## src/rtl/lc3b_fetch_stage_if.sv

```systemverilog
// Instruction-fetch packet type and the instruction-memory read bus.
// The fetch stage is the master; it holds imem_read until imem_resp.
package lc3b_fetch_pkg;

  typedef struct packed {
    logic [15:0] pc;
    logic [15:0] inst;
    logic        valid;
    logic [2:0]  sr1;
    logic [2:0]  sr2;
    logic [2:0]  dr_sr;
    logic        sr2_mux_sel;
  } lc3b_ipacket;

endpackage

interface lc3b_fetch_stage_if;
  logic [15:0] imem_address;
  logic        imem_read;
  logic [15:0] imem_rdata;
  logic        imem_resp;

  modport master (output imem_address, output imem_read,
                  input  imem_rdata,   input  imem_resp);
  modport slave  (input  imem_address, input  imem_read,
                  output imem_rdata,   output imem_resp);
endinterface

```

## src/rtl/lc3b_fetch_stage.sv

```systemverilog
// LC-3b instruction fetch: owns the PC, reads instruction memory and feeds
// the IF/ID register with pre-decoded packets, using a one-entry skid buffer.
//
// state   | meaning
// FETCH   | read outstanding at pc; responses go to obuf, or skid if obuf is held
// SKID    | skid full, no read; waiting for IF/ID to take obuf
// DISCARD | wrong-path read still in flight at discard_addr; its data is dropped
module lc3b_fetch_stage
  import lc3b_fetch_pkg::*;
#(
  parameter logic [15:0] RESET_PC = 16'h0000,
  parameter logic [15:0] PC_STEP  = 16'd2
) (
  input  logic                clk,
  input  logic                reset,
  input  logic                stall,
  input  logic                redirect,
  input  logic [15:0]         redirect_pc,
  lc3b_fetch_stage_if.master  imem,
  output lc3b_ipacket         ipacket_out
);

  typedef enum logic [1:0] {FETCH, SKID, DISCARD} state_t;

  state_t      state;
  logic [15:0] pc;
  logic [15:0] discard_addr;
  logic [15:0] skid_inst;
  logic [15:0] skid_pc;
  logic        skid_valid;
  lc3b_ipacket obuf;

  logic consume;
  logic obuf_writable;

  function automatic lc3b_ipacket build_packet(input logic [15:0] inst,
                                               input logic [15:0] next_pc,
                                               input logic        valid);
    lc3b_ipacket p;
    p             = '0;
    p.inst        = inst;
    p.pc          = next_pc;
    p.valid       = valid;
    p.sr1         = inst[8:6];
    p.dr_sr       = inst[11:9];
    p.sr2         = inst[2:0];
    p.sr2_mux_sel = inst[5];
    return p;
  endfunction

  assign consume       = !stall;
  assign obuf_writable = !obuf.valid || consume;

  // The request is dropped combinationally while reset is held.
  assign imem.imem_read    = !reset && (state != SKID);
  assign imem.imem_address = (state == DISCARD) ? discard_addr : pc;
  assign ipacket_out       = obuf;

  always_ff @(posedge clk) begin
    if (reset) begin
      pc           <= RESET_PC;
      discard_addr <= RESET_PC;
      obuf         <= '0;
      skid_inst    <= '0;
      skid_pc      <= '0;
      skid_valid   <= 1'b0;
      state        <= FETCH;
    end else if (redirect) begin
      pc         <= redirect_pc;
      obuf.valid <= 1'b0;
      skid_valid <= 1'b0;
      case (state)
        FETCH: begin
          if (!imem.imem_resp) begin
            state        <= DISCARD;
            discard_addr <= pc;
          end
        end
        SKID:    state <= FETCH;
        DISCARD: if (imem.imem_resp) state <= FETCH;
        default: state <= FETCH;
      endcase
    end else begin
      case (state)
        FETCH: begin
          if (imem.imem_resp) begin
            pc <= pc + PC_STEP;
            if (obuf_writable) begin
              obuf <= build_packet(imem.imem_rdata, pc + PC_STEP, 1'b1);
            end else begin
              skid_inst  <= imem.imem_rdata;
              skid_pc    <= pc + PC_STEP;
              skid_valid <= 1'b1;
              state      <= SKID;
            end
          end else if (consume) begin
            obuf.valid <= 1'b0;
          end
        end
        SKID: begin
          if (consume) begin
            obuf       <= build_packet(skid_inst, skid_pc, skid_valid);
            skid_valid <= 1'b0;
            state      <= FETCH;
          end
        end
        DISCARD: begin
          if (consume) obuf.valid <= 1'b0;
          if (imem.imem_resp) state <= FETCH;
        end
        default: state <= FETCH;
      endcase
    end
  end

endmodule

```

## src/flat_wrapper.sv

```systemverilog
// flat-port wrapper written by rule: the top's interface ports become plain ports
module lc3b_fetch_stage_flat import lc3b_fetch_pkg::*;
#(
  parameter logic [15:0] RESET_PC = 16'h0000,
  parameter logic [15:0] PC_STEP  = 16'd2
)
  (clk, reset, stall, redirect, redirect_pc, ipacket_out, imem_imem_address, imem_imem_read, imem_imem_rdata, imem_imem_resp);
  lc3b_fetch_stage_if imem_i ();
  input  logic clk;
  input  logic reset;
  input  logic stall;
  input  logic redirect;
  input  logic [15:0] redirect_pc;
  output lc3b_ipacket ipacket_out;
  output wire logic [$bits(imem_i.imem_address)-1:0] imem_imem_address;
  output wire logic [$bits(imem_i.imem_read)-1:0] imem_imem_read;
  input wire logic [$bits(imem_i.imem_rdata)-1:0] imem_imem_rdata;
  input wire logic [$bits(imem_i.imem_resp)-1:0] imem_imem_resp;
  assign imem_imem_address = imem_i.imem_address;
  assign imem_imem_read = imem_i.imem_read;
  assign imem_i.imem_rdata = imem_imem_rdata;
  assign imem_i.imem_resp = imem_imem_resp;
  lc3b_fetch_stage #(.RESET_PC(RESET_PC), .PC_STEP(PC_STEP)) u_core (.clk(clk), .reset(reset), .stall(stall), .redirect(redirect), .redirect_pc(redirect_pc), .imem(imem_i), .ipacket_out(ipacket_out));
endmodule
```

## config.mk

```make
export PLATFORM = sky130hd
export DESIGN_NAME = lc3b_fetch_stage_flat
export DESIGN_NICKNAME = d
export VERILOG_FILES = /design/src/rtl/lc3b_fetch_stage_if.sv /design/src/rtl/lc3b_fetch_stage.sv /design/src/flat_wrapper.sv
export SDC_FILE = /design/constraint.sdc
export NUM_CORES = 1
export LEC_CHECK = 0
export ABC_AREA = 0
export CORE_MARGIN = 2
export CORE_UTILIZATION = 25
export DETAILED_ROUTE_END_ITERATION = 8
export PLACE_DENSITY = 0.46
export REMOVE_ABC_BUFFERS = 1
export SETUP_SLACK_MARGIN = 0.02
export SLEW_MARGIN = 5
export SYNTH_ARGS = -nofsm -noshare
export SYNTH_HDL_FRONTEND = slang
export SYNTH_SLANG_ARGS = --single-unit
```

## constraint.sdc

```tcl
create_clock -name clk -period 3.11 [get_ports clk]
set_input_delay 0.7775 -clock clk [delete_from_list [all_inputs] [get_ports clk]]
set_output_delay 0.7775 -clock clk [all_outputs]
set_load 0.02 [all_outputs]
```

==> results.toml <==
[drt]
first_pass_iters = 4
drc_errors = 0
vias_per_cell = 4.727
vias = 4382
ant_nets = 0
drt_iter0_drc = 250
wire_per_inst_um = 15.46
postRouteWirelength_um = 14340

[setup_path]
arrival_ns = 2.14
cp.required_ns = 2.33
crit_path_end_kind = "output pin"
cp_max_fo = 21
startpoint_type = "flip-flop"
crit_type = "flip-flop to output pin"

[power]
ir_drop_mv = 0.2642
finalPower_mw = 3.297
leakagePower_nw = 2.025
p_per_area_nw_per_um2 = 514.9

[yosys]
synth_top_area_share_pct = 39.91
synth.avg_cell_area_um2 = 8.360
synth_seq_cells = 100
yosysSeqAreaShare_pct = 39.91
synth_cell_types = 55
syn_inst = 600
synth.most_common_cell = "dfxtp_1"
synth_area_leaders = "dfxtp_1 40%, a21oi_1 6.9%, nand2_1 6.7%"
yosys.area.top_type = "dfxtp_1"
syn-cell-area_um2 = 5016
yosysWarnings = 0
ys.flop_type = "dfxtp_1"
ys_async_sr_fraction_pct = 0
netlist_top_cells_count = "100 x dfxtp_1, 89 x nand2_1, 69 x a21oi_1"
synth-edff-count = 0

[timing]
slew_headroom_pct = 57.47
holdWs_ns = 0.4511
max_freq_mhz = 342.3
final-setup-viol-count = 0
finalCritPeriodShare_pct = 93.95
finalSetupTns_ns = 0
worst_pin_slew_ns = 0.6362
report.final.slew_viol_count = 0
hold_viol = 0
finalCriticalPeriod_ns = 2.922
finalClockSkew_ns = 0.008156
rsz0062_at_grt = "no"

[die]
die_w_um = 145.7
fp.coreArea_um2 = 19590
die-area_um2 = 21210
start_util_pct = 25.61
rows = 51
die_h_um = 145.7
design.portCount = 97

[final_layout]
n_antenna_cell = 0
finish.utilization_pct = 32.69
drive_gt1_share_pct = 10.27
fin_nets = 701
final.fill_count = 2085
area_delta_synth_final_pct = 27.66
fin_area_um2 = 6404

[global_routing]
gr-usage-all-layers_pct = 13.84
grt_pass1_vias = 4410
grt_pass1_wl_um = 23630
grt_antenna_before_repair = 0
grt_max_degree = 58
grt_remaining_overflow = 0

[clock_tree]
cts_sinks = 100
numCtsBuffers = 9
clock_latency_ns = 0.35
htreeDepth = 3
root_buffer = "clkbuf_16"
cts_tree = "built"
hold_buffers = 0
path_clk_slew_ns = 0.07
cts.path.max_buffers = 2

[placement]
portBuffers = 96
post_dp_cell_area_um2 = 6123
gp_congestion = 0.7403
dp_hpwl_um = 9832

[outcome]
status = "finished clean"

[job]
drv_cap = 0

[worst_hold_path]
min_path_type = "flip-flop to flip-flop"
[metal layers]
layer,share of wire (%),vias up,track usage (%)
li1,-,2222,-
met3,4.9,16,3.605
met2,45,88,21.61
met5,0,-,0
met1,49,2056,18.27
met4,1.6,0,5.441
[worst max-delay path, stage by stage, from the launching register on]
cell and delay (ns):
dfxtp_1 0.34, inv_1 0.15, ha_1 0.18, buf_6 0.21
mux2_2 0.36, clkdlybuf4s50_1 0.55
[worst paths after layout]
check                           cells past startpoint  slack [ns]                 endpoint                    start
worst min register to register                      2        0.45  u_core.discard_addr[11]  u_core.discard_addr[11]
worst max-delay path                                5        0.19     imem_imem_address[7]          u_core.state[0]
worst min-delay path                                2        0.45  u_core.discard_addr[11]  u_core.discard_addr[11]
worst max register to register                      7        0.76        u_core.skid_pc[7]          u_core.state[0]
[layout make-up]
cell class	count	area, um^2	area share, %
Multi-Input combinational cell	413	2589	40.43
Sequential cell	100	2002	31.26
Timing Repair Buffer	116	1137	17.76
Tap cell	265	331.6	5.178
Clock buffer	10	239.0	3.732
Inverter	18	67.56	1.055
Clock inverter	5	37.54	0.5862
[logic make-up (layout without fill, tap and decap cells)]
| family | count (synthesis) | after routing | synth area share, % |
|---|---|---|---|
| AND/OR/NAND/NOR | 206 | 206 | 20.28 |
| buffers and inverters | 87 | 149 | 8.680 |
| adder cells (fa/ha/maj) | 6 | 6 | 1.497 |
| AO/OA/AOI/OAI | 149 | 149 | 19.23 |
| flip-flops | 100 | 100 | 39.91 |
| multiplexers | 36 | 36 | 7.608 |
| XOR/XNOR | 16 | 16 | 2.794 |
[timing repair]
item | CTS | global route
setup buffers | 0 | 0
setup endpoints to repair | 0 | 1
gates resized for setup | 0 | 1
[power by group]
group	switching, mW	leakage [nW]	internal [mW]
logic	0.429	1.08	0.356
clock network	0.520	0.131	0.564
registers	0.0735	0.815	1.35
total	1.02	2.03	2.27
[placed cells by master (no fill, tap or decap), types with 3 or more instances in the layout]
| cell type | n |
|---|---|
| xnor2_1 | 15 |
| a311oi_1 | 4 |
| or4_1 | 3 |
| o32ai_1 | 6 |
| clkbuf_16 | 9 |
| nand2b_1 | 10 |
| nor4_1 | 7 |
| dfxtp_1 | 100 |
| inv_1 | 17 |
| nand2_1 | 89 |
| nor2b_1 | 5 |
| o31a_1 | 3 |
| mux2i_1 | 21 |
| nor2_1 | 28 |
| o21a_1 | 4 |
| nor3_1 | 29 |
| and4_1 | 4 |
| buf_4 | 18 |
| o221ai_1 | 3 |
| clkdlybuf4s50_1 | 95 |
| nand3_1 | 13 |
| or3_1 | 3 |
| o21ai_0 | 10 |
| a21oi_1 | 69 |
| mux2_2 | 14 |
| a211oi_1 | 37 |
| ha_1 | 5 |
[flip-flops by register name (all words and copies together), names as in the netlist]
name                 flops
u_core.skid_inst        16
u_core.pc               16
u_core.state             2
u_core.skid_valid        1
u_core.discard_addr     16
u_core.ipacket_out      33
u_core.skid_pc          16
[per-stage QoR]
step | setup WS (ns) | instances
after floorplan | -0.3796 | 531
after global placement | 0.4825 | 912
after detailed placement | 0.4376 | 912
after CTS | 0.1285 | 927
after global routing | 0.07458 | 927
final | 0.1882 | 927
(Power assumes the default switching activity.)
